<file path="config.mk">
export PLATFORM = sky130hd
export DESIGN_NAME = fifo_wr_arb
export DESIGN_NICKNAME = d
export VERILOG_FILES = /design/src/rtl/fifo_arb_pkg.sv /design/src/rtl/fifo_wr_arb_rr_pick.sv /design/src/rtl/fifo_wr_arb.sv
export SDC_FILE = /design/constraint.sdc
export NUM_CORES = 1
export LEC_CHECK = 0
export CORE_MARGIN = 2
export CORE_UTILIZATION = 30
export CTS_CLUSTER_SIZE = 40
export DETAILED_ROUTE_END_ITERATION = 10
export PLACE_DENSITY = 0.64
export SLEW_MARGIN = 25
export SYNTH_ARGS = -nofsm -noshare
export SYNTH_HDL_FRONTEND = slang
export SYNTH_SLANG_ARGS = --single-unit
</file>
<file path="constraint.sdc">
create_clock -name clk -period 2.01 [get_ports clk]
set_input_delay 0.402 -clock clk [delete_from_list [all_inputs] [get_ports clk]]
set_output_delay 0.402 -clock clk [all_outputs]
set_load 0.02 [all_outputs]
</file>
<file path="src/rtl/fifo_arb_pkg.sv">
// Shared types and width helpers for the fifo write-port arbiter.
package fifo_arb_pkg;

  typedef enum logic {
    IDLE  = 1'b0,
    WRITE = 1'b1
  } arb_state_e;

  // Index width for a requester count; never below one bit.
  function automatic int idx_width(input int n_req);
    return (n_req > 1) ? $clog2(n_req) : 1;
  endfunction

  // Timeout counter width: holds 0..TIMEOUT-1.
  function automatic int cnt_width(input int timeout);
    return (timeout > 1) ? $clog2(timeout) : 1;
  endfunction

endpackage

</file>
<file path="src/rtl/fifo_wr_arb_rr_pick.sv">
// Rotating-priority search: first set request at or after ptr, wrapping.
module rr_pick
  import fifo_arb_pkg::*;
#(
  parameter int N_REQ = 4,
  localparam int IDX_W = idx_width(N_REQ)
) (
  input  logic [N_REQ-1:0] req,
  input  logic [IDX_W-1:0] ptr,
  output logic             valid,
  output logic [IDX_W-1:0] winner
);

  always_comb begin
    int               j;
    logic [IDX_W-1:0] j_idx;
    valid  = 1'b0;
    winner = '0;
    j      = 0;
    j_idx  = '0;
    // Walk from the farthest offset down so the closest hit to ptr wins.
    for (int k = N_REQ - 1; k >= 0; k--) begin
      j = int'(ptr) + k;
      if (j >= N_REQ) j = j - N_REQ;
      j_idx = IDX_W'(j);
      if (req[j_idx]) begin
        valid  = 1'b1;
        winner = j_idx;
      end
    end
  end

endmodule

</file>
<file path="src/rtl/fifo_wr_arb.sv">
// Round-robin arbiter sharing the fifo write port between N_REQ requesters.
//
// state | meaning
// IDLE  | no write in flight; arbitrate when any req and fifo not full
// WRITE | en_w held with latched byte; wait ack_w or timeout
module fifo_wr_arb
  import fifo_arb_pkg::*;
#(
  parameter int N_REQ   = 4,
  parameter int DW      = 8,
  parameter int TIMEOUT = 16
) (
  input  logic                       clk,
  input  logic                       rst,
  input  logic [N_REQ-1:0]           req,
  input  logic [N_REQ*DW-1:0]        wdata,
  output logic [N_REQ-1:0]           gnt,
  output logic [DW-1:0]              fifo_data_i,
  output logic                       fifo_en_w,
  input  logic                       fifo_ack_w,
  input  logic                       fifo_full,
  output logic                       busy,
  output logic                       err_timeout,
  output logic [$clog2(N_REQ)-1:0]   last_idx
);

  localparam int IDX_W = idx_width(N_REQ);
  localparam int CNT_W = cnt_width(TIMEOUT);
  localparam logic [CNT_W-1:0] CNT_LAST = CNT_W'(TIMEOUT - 1);
  localparam logic [IDX_W-1:0] IDX_LAST = IDX_W'(N_REQ - 1);
  localparam logic [N_REQ-1:0] GNT_ONE  = N_REQ'(1);

  arb_state_e       state;
  logic [IDX_W-1:0] ptr;
  logic [CNT_W-1:0] cnt;
  logic             pick_valid;
  logic [IDX_W-1:0] pick_idx;
  logic [IDX_W-1:0] ptr_after;

  rr_pick #(.N_REQ(N_REQ)) u_pick (
    .req    (req),
    .ptr    (ptr),
    .valid  (pick_valid),
    .winner (pick_idx)
  );

  // Winner moves to the back of the queue whether it was granted or aborted.
  assign ptr_after = (last_idx == IDX_LAST) ? '0 : last_idx + IDX_W'(1);

  always_ff @(posedge clk or negedge rst) begin
    if (!rst) begin
      state       <= IDLE;
      gnt         <= '0;
      fifo_en_w   <= 1'b0;
      fifo_data_i <= '0;
      busy        <= 1'b0;
      err_timeout <= 1'b0;
      last_idx    <= '0;
      ptr         <= '0;
      cnt         <= '0;
    end else begin
      gnt         <= '0;
      err_timeout <= 1'b0;
      case (state)
        IDLE: begin
          if (pick_valid && !fifo_full) begin
            fifo_data_i <= wdata[pick_idx*DW +: DW];
            fifo_en_w   <= 1'b1;
            busy        <= 1'b1;
            last_idx    <= pick_idx;
            cnt         <= '0;
            state       <= WRITE;
          end
        end
        WRITE: begin
          if (fifo_ack_w) begin
            fifo_en_w <= 1'b0;
            busy      <= 1'b0;
            gnt       <= GNT_ONE << last_idx;
            ptr       <= ptr_after;
            state     <= IDLE;
          end else if (cnt == CNT_LAST) begin
            fifo_en_w   <= 1'b0;
            busy        <= 1'b0;
            err_timeout <= 1'b1;
            ptr         <= ptr_after;
            state       <= IDLE;
          end else begin
            cnt <= cnt + CNT_W'(1);
          end
        end
        default: state <= IDLE;
      endcase
    end
  end

endmodule
</file>
==> Yosys cells after proc, flatten, opt, wreduce, memory -nomap -nowiden <==
Index checks and enable logic that the tools add are counted.
{ "op_classes": {"n_addsub": 9, "magnitude_cmp": 8, "n_eq_ne": 6, "shift": 2, "mux": 40, "bitwise": 1, "n_reduce_logical": 7} }
{ "ops": {"columns": ["cell", "n"], "rows": [
  ["indexed part select 32 x 6 -> 8 bit", 1],
  ["2-to-1 mux 2 bit", 11],
  ["2-to-1 mux 4 bit", 5],
  ["2-to-1 mux 1 bit", 17],
  ["< comparator 2 x 3 -> 1 bit (second input constant)", 4],
  ["greater-or-equal comparator 3 bit (second input constant)", 3],
  ["binary-select mux 1 bit (select 2 bit)", 4],
  ["case mux 4 bit (2 select lines)", 1],
  ["subtractor 2 x 1 -> 2 bit (second input constant)", 4],
  ["adder 2 x 2 -> 3 bit (second input constant)", 2],
  ["!= test 2 bit (second input constant)", 3],
  ["AND reduction 2 bit", 3],
  ["adder 4 x 1 -> 4 bit (second input constant)", 1],
  ["== test 4 bit (second input constant)", 1],
  ["case mux 1 bit (2 select lines)", 2],
  ["<< shifter 1 x 2 -> 4 bit (first input constant)", 1],
  ["adder 2 x 1 -> 3 bit (second input constant)", 1],
  ["greater-or-equal comparator 2 x 3 -> 1 bit (second input constant)", 1],
  ["!= test 3 x 2 -> 1 bit (second input constant)", 1],
  ["AND reduction 3 bit", 1],
  ["adder 2 x 1 -> 2 bit (second input constant)", 1],
  ["== test 2 bit (second input constant)", 1],
  ["nonzero test 2 bit", 1],
  ["logical AND 1 bit", 1],
  ["other kinds (2)", 2]
]} }
{ "word_totals": {"regBits": 23, "input_bits": 40, "out_inout_bits": 17, "elab_cells": 81} }

==> Logic depth before layout (Yosys ltp) <==
Gate-level depths: netlist (run 1).
{ "logic_depth": {"word_depth": 12, "depth_mapped": 7} }

==> Modules after synthesis <==
From an unflattened synthesis (run 1), not the netlist that was laid out.
{ "hier_totals": {"cells_unflattened": 115, "area_unflattened_um2": 1262.5} }
{ "modules_own_cells": {"columns": ["mod", "n_inst", "cells_each", "area_each_um2", "seq_area_each_um2"], "rows": [
  ["fifo_wr_arb", 1, 102, 1184.9, 575.6],
  ["rr_pick", 1, 13, 77.6, 0.0]
]} }

==> Least setup slack after synthesis (run 1) <==
Ideal clock, no wire load.
{ "synth_path": {"kind": "input-to-reg", "start": "input req[2]", "end": "register fifo_data_i[0]", "setup_ns": 0.138, "arrival_time_ns": 1.417, "t_required_ns": 1.872, "slack_ns": 0.455, "path_stages": 7, "n_path_buf": 2, "cell_sequence": "inv_1 > o221a_1 > o22ai_1 > buf_4 > buf_6 > mux2i_1 > o221ai_1"} }
{ "synth_between": {"elab_chain_cells": 8} }
{ "synth_rtl": {"columns": ["element", "line", "source"], "rows": [
  ["from (decl)", "fifo_wr_arb.sv:15", "input logic [N_REQ-1:0] req,"],
  ["parallel branches: the longest is 8 deep, another holds indexed part select 32 x 6 -> 8 bit", null, null],
  ["to (signal assigned)", "fifo_wr_arb.sv:67", "fifo_data_i <= wdata[pick_idx*DW +: DW];"],
  ["to (decl)", "fifo_wr_arb.sv:18", "output logic [DW-1:0] fifo_data_i,"]
]} }
Parallel ways; which one is timed is not known. The select of a mux whose other input is x is not followed.
A chain may end at the register's enable or synchronous reset.

==> Final worst setup path (run 1) <==
{ "layout_path": {"start": "input req[1]", "end": "register fifo_data_i[4]"} }
The elaborated chain is that of the path after synthesis.

==> flow_metrics.env, run 1 <==
export IMPL_outcome="completed"
export IMPL_finClkSkew_ns=0.002938
export IMPL_max_cap_violations=0
export IMPL_cts_hold_buf=0
export IMPL_worstHoldPathType="in2async"
export IMPL_fill_cells=342
export IMPL_slew_viol_final=0
export IMPL_worstPathCellList="clkdlybuf4s50_1 -> and2b_1 -> nor3_1 -> o22ai_2 -> buf_12 -> mux2i_1 -> o221ai_1"
export IMPL_route_detailed_drc=0
export IMPL_power_leakage_nw=0.9070
export IMPL_clock_latency_ns=0.26
export IMPL_cts_buffer_depth=2
export IMPL_row_count=23
export IMPL_max_stage_delay_ns=0.52
export IMPL_synth_top_area_share_pct=47.37
export IMPL_crit_arrival_ns=1.97
export IMPL_cts_resized_gates=0
export IMPL_cts_made_buffers=3
export IMPL_setup_viol=0
export IMPL_gp_congestion=0.7932
export IMPL_cp_max_fo=17
export IMPL_first_iter_violations=19
export IMPL_r2r_cells=4
export IMPL_slew_headroom_pct=71.26
export IMPL_cts_tree="done"
export IMPL_post_route_period_util_pct=91.97
export IMPL_grt_pass1_wl_um=4974
export IMPL_cts_sinks=23
export IMPL_syn_avg_cell_area_um2=10.56
export IMPL_worst_path_max_delay_cell="clkdlybuf4s50_1"
export IMPL_vias=1119
export IMPL_root_buffer="clkbuf_8"
export IMPL_fp_dieArea_mm2=0.004574
export IMPL_avgViaCountPerCell=4.930
export IMPL_first_global_vias=1133
export IMPL_antenna_found_initial=0
export IMPL_dpl_hpwl_um=2295
export IMPL_hold_viol=0
export IMPL_wl_per_cell_um=13.11
export IMPL_syn_inst=115
export IMPL_ir_worst_vdd_mv=0.5391
export IMPL_start_util_pct=30.82
export IMPL_drt_antenna_violating_nets=0
export IMPL_grt_overflow=0
export IMPL_ys_seq_area_share_pct=47.37
export IMPL_pwr_density_cell_mw_per_mm2=1043
export IMPL_num_io_pins=57
export IMPL_grt_max_degree=24
export IMPL_fp_dieH_um=67.64
export IMPL_clk_pin_slew_worst_paths_ns=0.08
export IMPL_die_w_um=67.64
export IMPL_fmax_ghz=0.5410
export IMPL_yosys_area_top_type="dfrtp_1"
export IMPL_diodes=0
export IMPL_grt_usage_pct=14.46
export IMPL_yosysUniqueCellTypes=28
export IMPL_drive_gt1_share_pct=7.345
export IMPL_cts_setup_buffers=0
export IMPL_rsz0062_at_grt="false"
export IMPL_critPathKind="in2reg"
export IMPL_tns_ns=0
export IMPL_h_tree_depth=1
export IMPL_syn_to_final_growth_pct=57.57
export IMPL_wl_um=2975
export IMPL_synth_seq_cells=23
export IMPL_end_kind="register"
export IMPL_nets=223
export IMPL_drt_pass1_iter_count=4
export IMPL_coreArea_mm2=0.003943
export IMPL_worst_slew_pin_slew_ns=0.4271
export IMPL_synth_warnings=0
export IMPL_syn_area_mm2=0.001215
export IMPL_final_util_pct=48.56
export IMPL_cp_required_ns=2.13
export IMPL_syn_nets=160
export IMPL_start_kind="input pin"
export IMPL_period_minus_slack_ns=1.849
export IMPL_numPortBuffers=56
export IMPL_synthTopCellsByArea="dfrtp_1, mux2i_1, o221ai_1"
[path summary, 6_finish.rpt]
kind                       slack, ns  startpoint        endpoint
max                             0.16      req[1]  fifo_data_i[4]
min                             0.49         rst          gnt[3]
max reg2reg                     0.42      cnt[0]          ptr[1]
min reg2reg                     0.50        busy            busy
max in group asynchronous       1.29         rst          cnt[0]
min in group clk                0.50        busy            busy
[worst max-delay path: cells and delay by family]
family	cells	cell delay (ns)
AND/OR/NAND/NOR	2	0.42
multiplexers	1	0.17
AO/OA/AOI/OAI	2	0.27
buffers and inverters	2	0.70
[registers in the layout (all words and copies together) (netlist names)]
name / count
fifo_data_i: 8
busy: 1
state: 1
err_timeout: 1
cnt: 4
gnt: 4
last_idx: 2
ptr: 2
[cells in the mapped netlist]
cell type / n
ha_1: 5
buf_2: 2
nand4_1: 1
buf_4: 2
nor2_1: 5
o21ai_0: 4
a21o_1: 1
nor4_1: 1
and3_1: 5
or3_1: 1
inv_1: 4
a21oi_1: 1
dfrtp_1: 23
mux2_2: 1
o31ai_1: 1
o22ai_1: 2
nand2b_1: 2
nand2_1: 16
and2b_1: 1
nor2b_1: 1
xor2_1: 2
nor3_1: 2
or2_1: 1
o221ai_1: 8
o221a_1: 1
buf_6: 2
nand3_1: 4
mux2i_1: 16
[layout by cell type, fill, tap and decap left out, types with 2 or more instances in the layout]
master           count
nor3_1               2
mux2i_1             16
and3_1               5
ha_1                 5
nand2_1             16
inv_1                4
nor2_1               5
dfrtp_1             23
clkdlybuf4s50_1     56
xor2_1               2
buf_4                7
clkbuf_8             3
o21ai_0              4
o221ai_1             8
nand2b_1             2
nand3_1              4
[metal layers]
metal	global-route usage (%)	part of all wire (%)	up-vias
met5	0	0	-
met4	6.378	1.7	0
met3	3.833	8.6	6
met2	22.55	45	57
met1	18.68	44	519
li1	-	-	537
[cells by family (layout without fill, tap and decap cells)]
group           count (synthesis)  count (layout)  share of synthesized area, %
buf+inv                        10              72                         5.149
flops                          23              23                         47.37
mux                            17              17                         14.11
fa+ha+maj                       5               5                         5.149
compound gates                 18              18                         11.02
simple gates                   40              40                         15.76
xor+xnor                        2               2                         1.442
[stage by stage]
stage | std cells | setup WS [ns] | area (um2) | hold slack [ns] | power (mW)
detailed placement | 223 | -0.1078 | 1869 | 0.4796 | 1.721
global placement | 223 | -0.02550 | 1869 | 0.4741 | 1.692
global route | 227 | 0.02806 | 1914 | 0.5241 | 2.138
floorplan | 115 | 0.4553 | 1215 | 0.1064 | 1.270
finish | 227 | 0.1614 | 1914 | 0.4914 | 1.997
CTS | 227 | 0.1712 | 1914 | 0.5052 | 2.017
[power by group]
part / switching (mW) / leakage (nW) / internal [mW]
Combinational: 0.463 / 0.590 / 0.513
Clock: 0.146 / 0.0228 / 0.141
Sequential: 0.127 / 0.295 / 0.607
[final cells by class]
cell class / count / area (um2) / area share (%)
tap: 50 / 62.56 / 3.268
clock buffer: 4 / 45.04 / 2.353
multi-input combinational: 82 / 583.1 / 30.46
sequential: 23 / 575.6 / 30.07
timing repair buffer: 64 / 633.1 / 33.07
inverter: 4 / 15.01 / 0.7843
Power figures use the tool's default switching activity.
==> inputs of run 2 (changes only) <==
--- a/config.mk
+++ b/config.mk
@@ -9,7 +9,7 @@
 export CORE_UTILIZATION = 30
 export CTS_CLUSTER_SIZE = 40
 export DETAILED_ROUTE_END_ITERATION = 10
-export PLACE_DENSITY = 0.64
+export PLACE_DENSITY = 0.66
 export SLEW_MARGIN = 25
 export SYNTH_ARGS = -nofsm -noshare
 export SYNTH_HDL_FRONTEND = slang
==> constraint.sdc (replaced) <==
create_clock -name clk -period 1.6 [get_ports clk]
set_input_delay 0.32 -clock clk [delete_from_list [all_inputs] [get_ports clk]]
set_output_delay 0.32 -clock clk [all_outputs]
set_load 0.02 [all_outputs]
==> run 2 against run 1 <==
Effect of this change:
- core utilization is 2.6 points higher
- first-iteration DRC count is 120% higher
- largest power group unchanged
- clock skew is 0.0050 ns higher
- the run now ends with setup timing left
- clock power is 31% higher
- sequential cell count stayed put
==> flow_metrics.env, run 2 (synthesized netlist as in run 1, its figures left out) <==
export IMPL_drt_pass1_iter_count=4
export IMPL_route_detailed_drc=0
export IMPL_cp_max_fo=5
export IMPL_outcome="finished, violations left"
export IMPL_reg_largest_list="fifo_data_i: 8 flops, cnt: 4 flops, gnt: 4 flops"
export IMPL_ir_worst_vdd_mv=0.6492
export IMPL_fp_dieArea_mm2=0.004574
export IMPL_power_leakage_nw=1.002
export IMPL_cts_hold_buf=0
export IMPL_diodes=0
export IMPL_root_buffer="clkbuf_8"
export IMPL_first_global_vias=1211
export IMPL_reg2reg_slack_ns=-0.04
export IMPL_violations="setup timing"
export IMPL_critPathKind="reg2reg"
export IMPL_stdcell_area_mm2=0.002018
export IMPL_top_register="fifo_data_i"
export IMPL_regToRegEndpoint="fifo_data_i[4]"
export IMPL_start_kind="register"
export IMPL_antenna_found_initial=0
export IMPL_clkPwrFrac_pct=14.1
export IMPL_setup_ws_ns=-0.03717
export IMPL_cp_top_family="compound AO/OA/AOI/OAI gates"
export IMPL_most_common_layout_cells="clkdlybuf4s50_1, dfrtp_1, nand2_1, mux2i_1, buf_4"
export IMPL_avgViaCountPerCell=4.838
export IMPL_h_tree_depth=1
export IMPL_r2r_cells=5
export IMPL_clock_latency_ns=0.27
export IMPL_worst_slew_pin_slew_ns=0.4031
export IMPL_grt_pass1_wl_um=5561
export IMPL_rsz0062_at_grt="true"
export IMPL_slew_viol_final=0
export IMPL_place_area_mm2=0.001899
export IMPL_crit_arrival_ns=1.77
export IMPL_post_route_period_util_pct=102.3
export IMPL_max_stage_delay_ns=0.45
export IMPL_dpl_hpwl_um=2453
export IMPL_dp_slack_ns=-0.4550
export IMPL_grt_max_degree=24
export IMPL_die_w_um=67.64
export IMPL_hold_ws_ns=0.4064
export IMPL_wl_um=3338
export IMPL_rr_startpoint="ptr[0]"
export IMPL_pwr_share_seq_pct=34.0
export IMPL_syn_to_final_growth_pct=66.12
export IMPL_drt_antenna_violating_nets=0
export IMPL_grt_usage_pct=16.25
export IMPL_power_internal_mw=1.665
export IMPL_setup_viol=8
export IMPL_worstHoldPathType="in2async"
export IMPL_clk_pin_slew_worst_paths_ns=0.09
export IMPL_cts_tree="done"
export IMPL_largest_reg_flops=8
export IMPL_finClkSkew_ns=0.007960
export IMPL_cts_made_buffers=3
export IMPL_cp_required_ns=1.73
export IMPL_hold_viol=0
export IMPL_coreArea_mm2=0.003943
export IMPL_end_kind="register"
export IMPL_fmax_ghz=0.6108
export IMPL_start_util_pct=30.82
export IMPL_grt_overflow=0
export IMPL_cts_sinks=23
export IMPL_swShare_pct=37.57
export IMPL_drive_gt1_share_pct=15.76
export IMPL_slew_headroom_pct=72.88
export IMPL_final_common_cell="clkdlybuf4s50_1"
export IMPL_critPathBufInv=1
export IMPL_num_io_pins=57
export IMPL_max_cap_violations=0
export IMPL_comb_power_share_pct=52.0
export IMPL_fp_dieH_um=67.64
export IMPL_period_minus_slack_ns=1.637
export IMPL_wl_per_cell_um=14.26
export IMPL_nets=230
export IMPL_worstPathCellList="o221a_1 -> o22ai_4 -> buf_6 -> mux2i_2 -> o221ai_1"
export IMPL_tns_ns=-0.2081
export IMPL_vias=1132
export IMPL_numPortBuffers=56
export IMPL_first_iter_violations=42
export IMPL_power_switching_mw=1.002
export IMPL_gp_congestion=0.8030
export IMPL_worst_path_max_delay_cell="dfrtp_2"
export IMPL_cts_buffer_depth=2
export IMPL_row_count=23
export IMPL_pwr_density_cell_mw_per_mm2=1322
run 2: cell count changes in the layout (fill, tap and decap cells not counted), sizes merged:
cell,before,now
clkinv,0,1
clkdlybuf4s50,56,45
dlygate4sd2,0,5
dlymetal6s2s,0,6
buf,8,15
clkbuf,4,3
run 2: per-stage QoR:
| stage | utilization, % | power, mW | cells |
|---|---|---|---|
| after floorplan | - | 1.595 | 115 |
| after global placement | 48.18 | 2.157 | 227 |
| after detailed placement | 48.18 | 2.199 | 227 |
| after CTS | 51.54 | 2.801 | 235 |
| after global routing | 51.19 | 2.846 | 234 |
| final | 51.19 | 2.668 | 234 |
run 2: how the worst max path moves through the flow:
stage / endpoint / from / cells past startpoint / slack, ns
after global routing: fifo_data_i[0] / ptr[0] / 5 / -0.11
final: fifo_data_i[4] / ptr[0] / 5 / -0.04
after detailed placement: fifo_data_i[0] / req[0] / 7 / -0.46
after global placement: fifo_data_i[3] / req[2] / 7 / -0.38
after CTS: fifo_data_i[2] / ptr[0] / 7 / -0.08
after floorplan: ptr[1] / cnt[0] / 4 / 0.06
run 2: per-layer routing:
layer / routed length, um / GRT usage (%) / share of wire (%)
met1: 1413 / 20.45 / 42
met2: 1647 / 27.82 / 49
met3: 241 / 2.500 / 7.2
met4: 34 / 6.122 / 1.0
met5: 0 / 0 / 0
run 2: cell type report:
| type | count | area, um2 |
|---|---|---|
| fill | 352 | 1924 |
| timing repair buffer | 71 | 693.2 |
| multi-input combinational | 82 | 624.3 |
| sequential | 23 | 576.8 |
| tap | 50 | 62.56 |
| clock buffer | 3 | 41.29 |
| inverter | 4 | 15.01 |
| clock inverter | 1 | 5.005 |
run 2: timing repair:
action / CTS / global route
gates cloned: 2 / 0
resized for setup: 12 / 15
endpoints found under the setup margin: 10 / 15
pin swaps: 3 / 7
buffers inserted: 2 / 2
run 2: power by group through the flow:
stage,clock network [mW],registers (mW),logic [mW]
6_report,0.375,0.906,1.39
5_1_grt,0.406,0.932,1.51
4_1_cts,0.378,0.906,1.52
3_5_place_dp,0,0.907,1.29
3_3_place_gp,0,0.899,1.26
2_1_floorplan,0,1.07,0.528
==> inputs of run 3 (changes only) <==
--- a/config.mk
+++ b/config.mk
@@ -5,11 +5,13 @@
 export SDC_FILE = /design/constraint.sdc
 export NUM_CORES = 1
 export LEC_CHECK = 0
+export CELL_PAD_IN_SITES_DETAIL_PLACEMENT = 0
+export CELL_PAD_IN_SITES_GLOBAL_PLACEMENT = 1
 export CORE_MARGIN = 2
-export CORE_UTILIZATION = 30
+export CORE_UTILIZATION = 27
 export CTS_CLUSTER_SIZE = 40
 export DETAILED_ROUTE_END_ITERATION = 10
-export PLACE_DENSITY = 0.66
+export PLACE_DENSITY = 0.77
 export SLEW_MARGIN = 25
 export SYNTH_ARGS = -nofsm -noshare
 export SYNTH_HDL_FRONTEND = slang
==> constraint.sdc (replaced) <==
create_clock -name clk -period 1.6 [get_ports clk]
set_input_delay 0.4 -clock clk [delete_from_list [all_inputs] [get_ports clk]]
set_output_delay 0.4 -clock clk [all_outputs]
set_load 0.02 [all_outputs]
==> run 3 against run 2 <==
Effect of this change:
- the flow still finishes with violations (setup timing)
- first-iteration DRC count shrank 19%
- sequential cell count is the same
- clock power shrank 7.2%
- sequential power shrank 2%
- critical path depth grew 1
- fmax grew 1.1%
- register-to-register slack gained 0.02 ns
- wire length grew 2.0%
- combinational power is essentially flat
- non-clock buffer count shrank 2
- worst setup slack gained 0.018 ns
==> flow_metrics.env, run 3 (synthesized netlist as in run 1, its figures left out) <==
export IMPL_ir_worst_vdd_mv=0.3994
export IMPL_total_power_mw=2.603
export IMPL_cts_tree="done"
export IMPL_top_register="fifo_data_i"
export IMPL_route_detailed_drc=0
export IMPL_crit_start="req[3]"
export IMPL_clk_pin_slew_worst_paths_ns=0.08
export IMPL_pwr_density_cell_mw_per_mm2=1294
export IMPL_fp_dieArea_mm2=0.005052
export IMPL_fp_dieH_um=71.08
export IMPL_antenna_found_initial=0
export IMPL_rsz0062_at_grt="true"
export IMPL_cp_top_family="compound AO/OA/AOI/OAI gates"
export IMPL_end_kind="register"
export IMPL_worstPathCellList="dlygate4sd2_1 -> o221a_1 -> o22ai_4 -> buf_12 -> mux2i_1 -> o221ai_1"
export IMPL_drt_pass1_iter_count=4
export IMPL_cp_max_fo=5
export IMPL_setup_viol=2
export IMPL_drt_antenna_violating_nets=0
export IMPL_vias=1130
export IMPL_violations="setup timing"
export IMPL_finClkSkew_ns=0.001202
export IMPL_avgViaCountPerCell=4.829
export IMPL_nets=228
export IMPL_die_w_um=71.08
export IMPL_coreArea_mm2=0.004354
export IMPL_dpl_hpwl_um=2524
export IMPL_drive_gt1_share_pct=17.58
export IMPL_post_route_period_util_pct=101.2
export IMPL_hold_viol=0
export IMPL_reg2reg_slack_ns=-0.02
export IMPL_outcome="finished, violations left"
export IMPL_cts_sinks=23
export IMPL_rr_startpoint="ptr[0]"
export IMPL_regToRegEndpoint="fifo_data_i[0]"
export IMPL_critPathBufInv=2
export IMPL_cts_made_buffers=3
export IMPL_period_minus_slack_ns=1.619
export IMPL_critPathKind="in2reg"
export IMPL_final_common_cell="clkdlybuf4s50_1"
export IMPL_cp_required_ns=1.72
export IMPL_grt_pass1_wl_um=5851
export IMPL_fill_cells=405
export IMPL_reg_largest_list="fifo_data_i: 8 flops, cnt: 4 flops, gnt: 4 flops"
export IMPL_fmax_ghz=0.6176
export IMPL_place_area_mm2=0.001887
export IMPL_multi_input_area_um2=643.1
export IMPL_clock_latency_ns=0.26
export IMPL_r2r_cells=5
export IMPL_max_stage_delay_ns=0.28
export IMPL_stdcell_area_mm2=0.002012
export IMPL_setup_ws_ns=-0.01930
export IMPL_regArea_um2=576.8
export IMPL_wl_um=3404
export IMPL_worst_slew_pin_slew_ns=0.3235
export IMPL_grt_overflow=0
export IMPL_slew_headroom_pct=78.26
export IMPL_crit_arrival_ns=1.74
export IMPL_root_buffer="clkbuf_8"
export IMPL_diodes=0
export IMPL_largest_reg_flops=8
export IMPL_row_count=24
export IMPL_grt_max_degree=24
export IMPL_start_util_pct=27.90
export IMPL_start_kind="input pin"
export IMPL_syn_to_final_growth_pct=65.60
export IMPL_final_util_pct=46.21
export IMPL_hold_ws_ns=0.4835
export IMPL_numPortBuffers=56
export IMPL_wl_per_cell_um=14.55
export IMPL_cp_depth=6
export IMPL_first_iter_violations=34
export IMPL_h_tree_depth=1
export IMPL_slew_viol_final=0
export IMPL_max_cap_violations=0
export IMPL_setup_worst_path_end="fifo_data_i[0]"
export IMPL_dp_slack_ns=-0.5688
export IMPL_num_io_pins=57
export IMPL_gp_congestion=0.7987
export IMPL_grt_usage_pct=14.62
export IMPL_cts_buffer_depth=2
export IMPL_worstHoldPathType="reg2reg"
export IMPL_first_global_vias=1252
export IMPL_worst_path_max_delay_cell="dlygate4sd2_1"
export IMPL_most_common_layout_cells="clkdlybuf4s50_1, dfrtp_1, nand2_1, dlygate4sd2_1, mux2i_1"
export IMPL_cts_hold_buf=0
export IMPL_power_leakage_nw=1.016
[run 3: changes by cell type in the layout (fill, tap and decap cells not counted), sizes merged]
cell           delta
clkinv            -1
clkbuf            +2
clkdlybuf4s15     +2
clkdlybuf4s50    -10
buf               -2
dlymetal6s2s      -3
dlygate4sd2      +10
[run 3: metal layers]
layer | global-route usage, % | wire (um)
met4 | 5.660 | 38
met5 | 0 | 0
met1 | 17.89 | 1419
met3 | 1.852 | 165
met2 | 26.06 | 1781
[run 3: tightest hold or removal path: cells and delay by family (launching register included)]
| family | cells | cell delay (ns) |
|---|---|---|
| AOI/OAI and AO/OA | 1 | 0.06 |
| DFF | 1 | 0.34 |
| and+or+nand+nor | 1 | 0.05 |
[run 3: what timing repair did]
action | CTS | global route
gates resized for setup | 30 | 16
setup buffers | 3 | 0
endpoints found under the setup margin | 28 | 12
pin swaps | 7 | 6
gates cloned | 2 | 0
[run 3: worst min path at each step]
stage | slack, ns | from | cells past startpoint | to
2_1_floorplan | 0.10 | rst | 0 | busy
3_3_place_gp | 0.49 | fifo_data_i[4] | 2 | fifo_data_i[4]
3_5_place_dp | 0.47 | fifo_data_i[4] | 2 | fifo_data_i[4]
4_1_cts | 0.49 | fifo_data_i[4] | 2 | fifo_data_i[4]
5_1_grt | 0.51 | fifo_data_i[4] | 2 | fifo_data_i[4]
6_report | 0.48 | fifo_data_i[4] | 2 | fifo_data_i[4]
[run 3: through the flow]
| step | std cells | setup TNS [ns] |
|---|---|---|
| final | 234 | -0.02426 |
| after global routing | 234 | -0.5191 |
| after CTS | 236 | -0.2431 |
| after detailed placement | 227 | -6.775 |
| after global placement | 227 | -5.624 |
| after floorplan | 115 | 0 |
[run 3: report_power, final]
group | leakage, nW | internal (mW) | switching (mW)
Sequential | 0.294 | 0.764 | 0.124
Combinational | 0.700 | 0.677 | 0.690
Clock | 0.0228 | 0.177 | 0.170
Total | 1.02 | 1.62 | 0.984
[run 3: cell type report]
class                      count  share of cell area, %
tap                           52                  3.234
clock buffer                   4                  2.239
multi-input combinational     82                  31.97
timing repair buffer          69                  33.15
inverter                       4                 0.7463
sequential                    23                  28.67
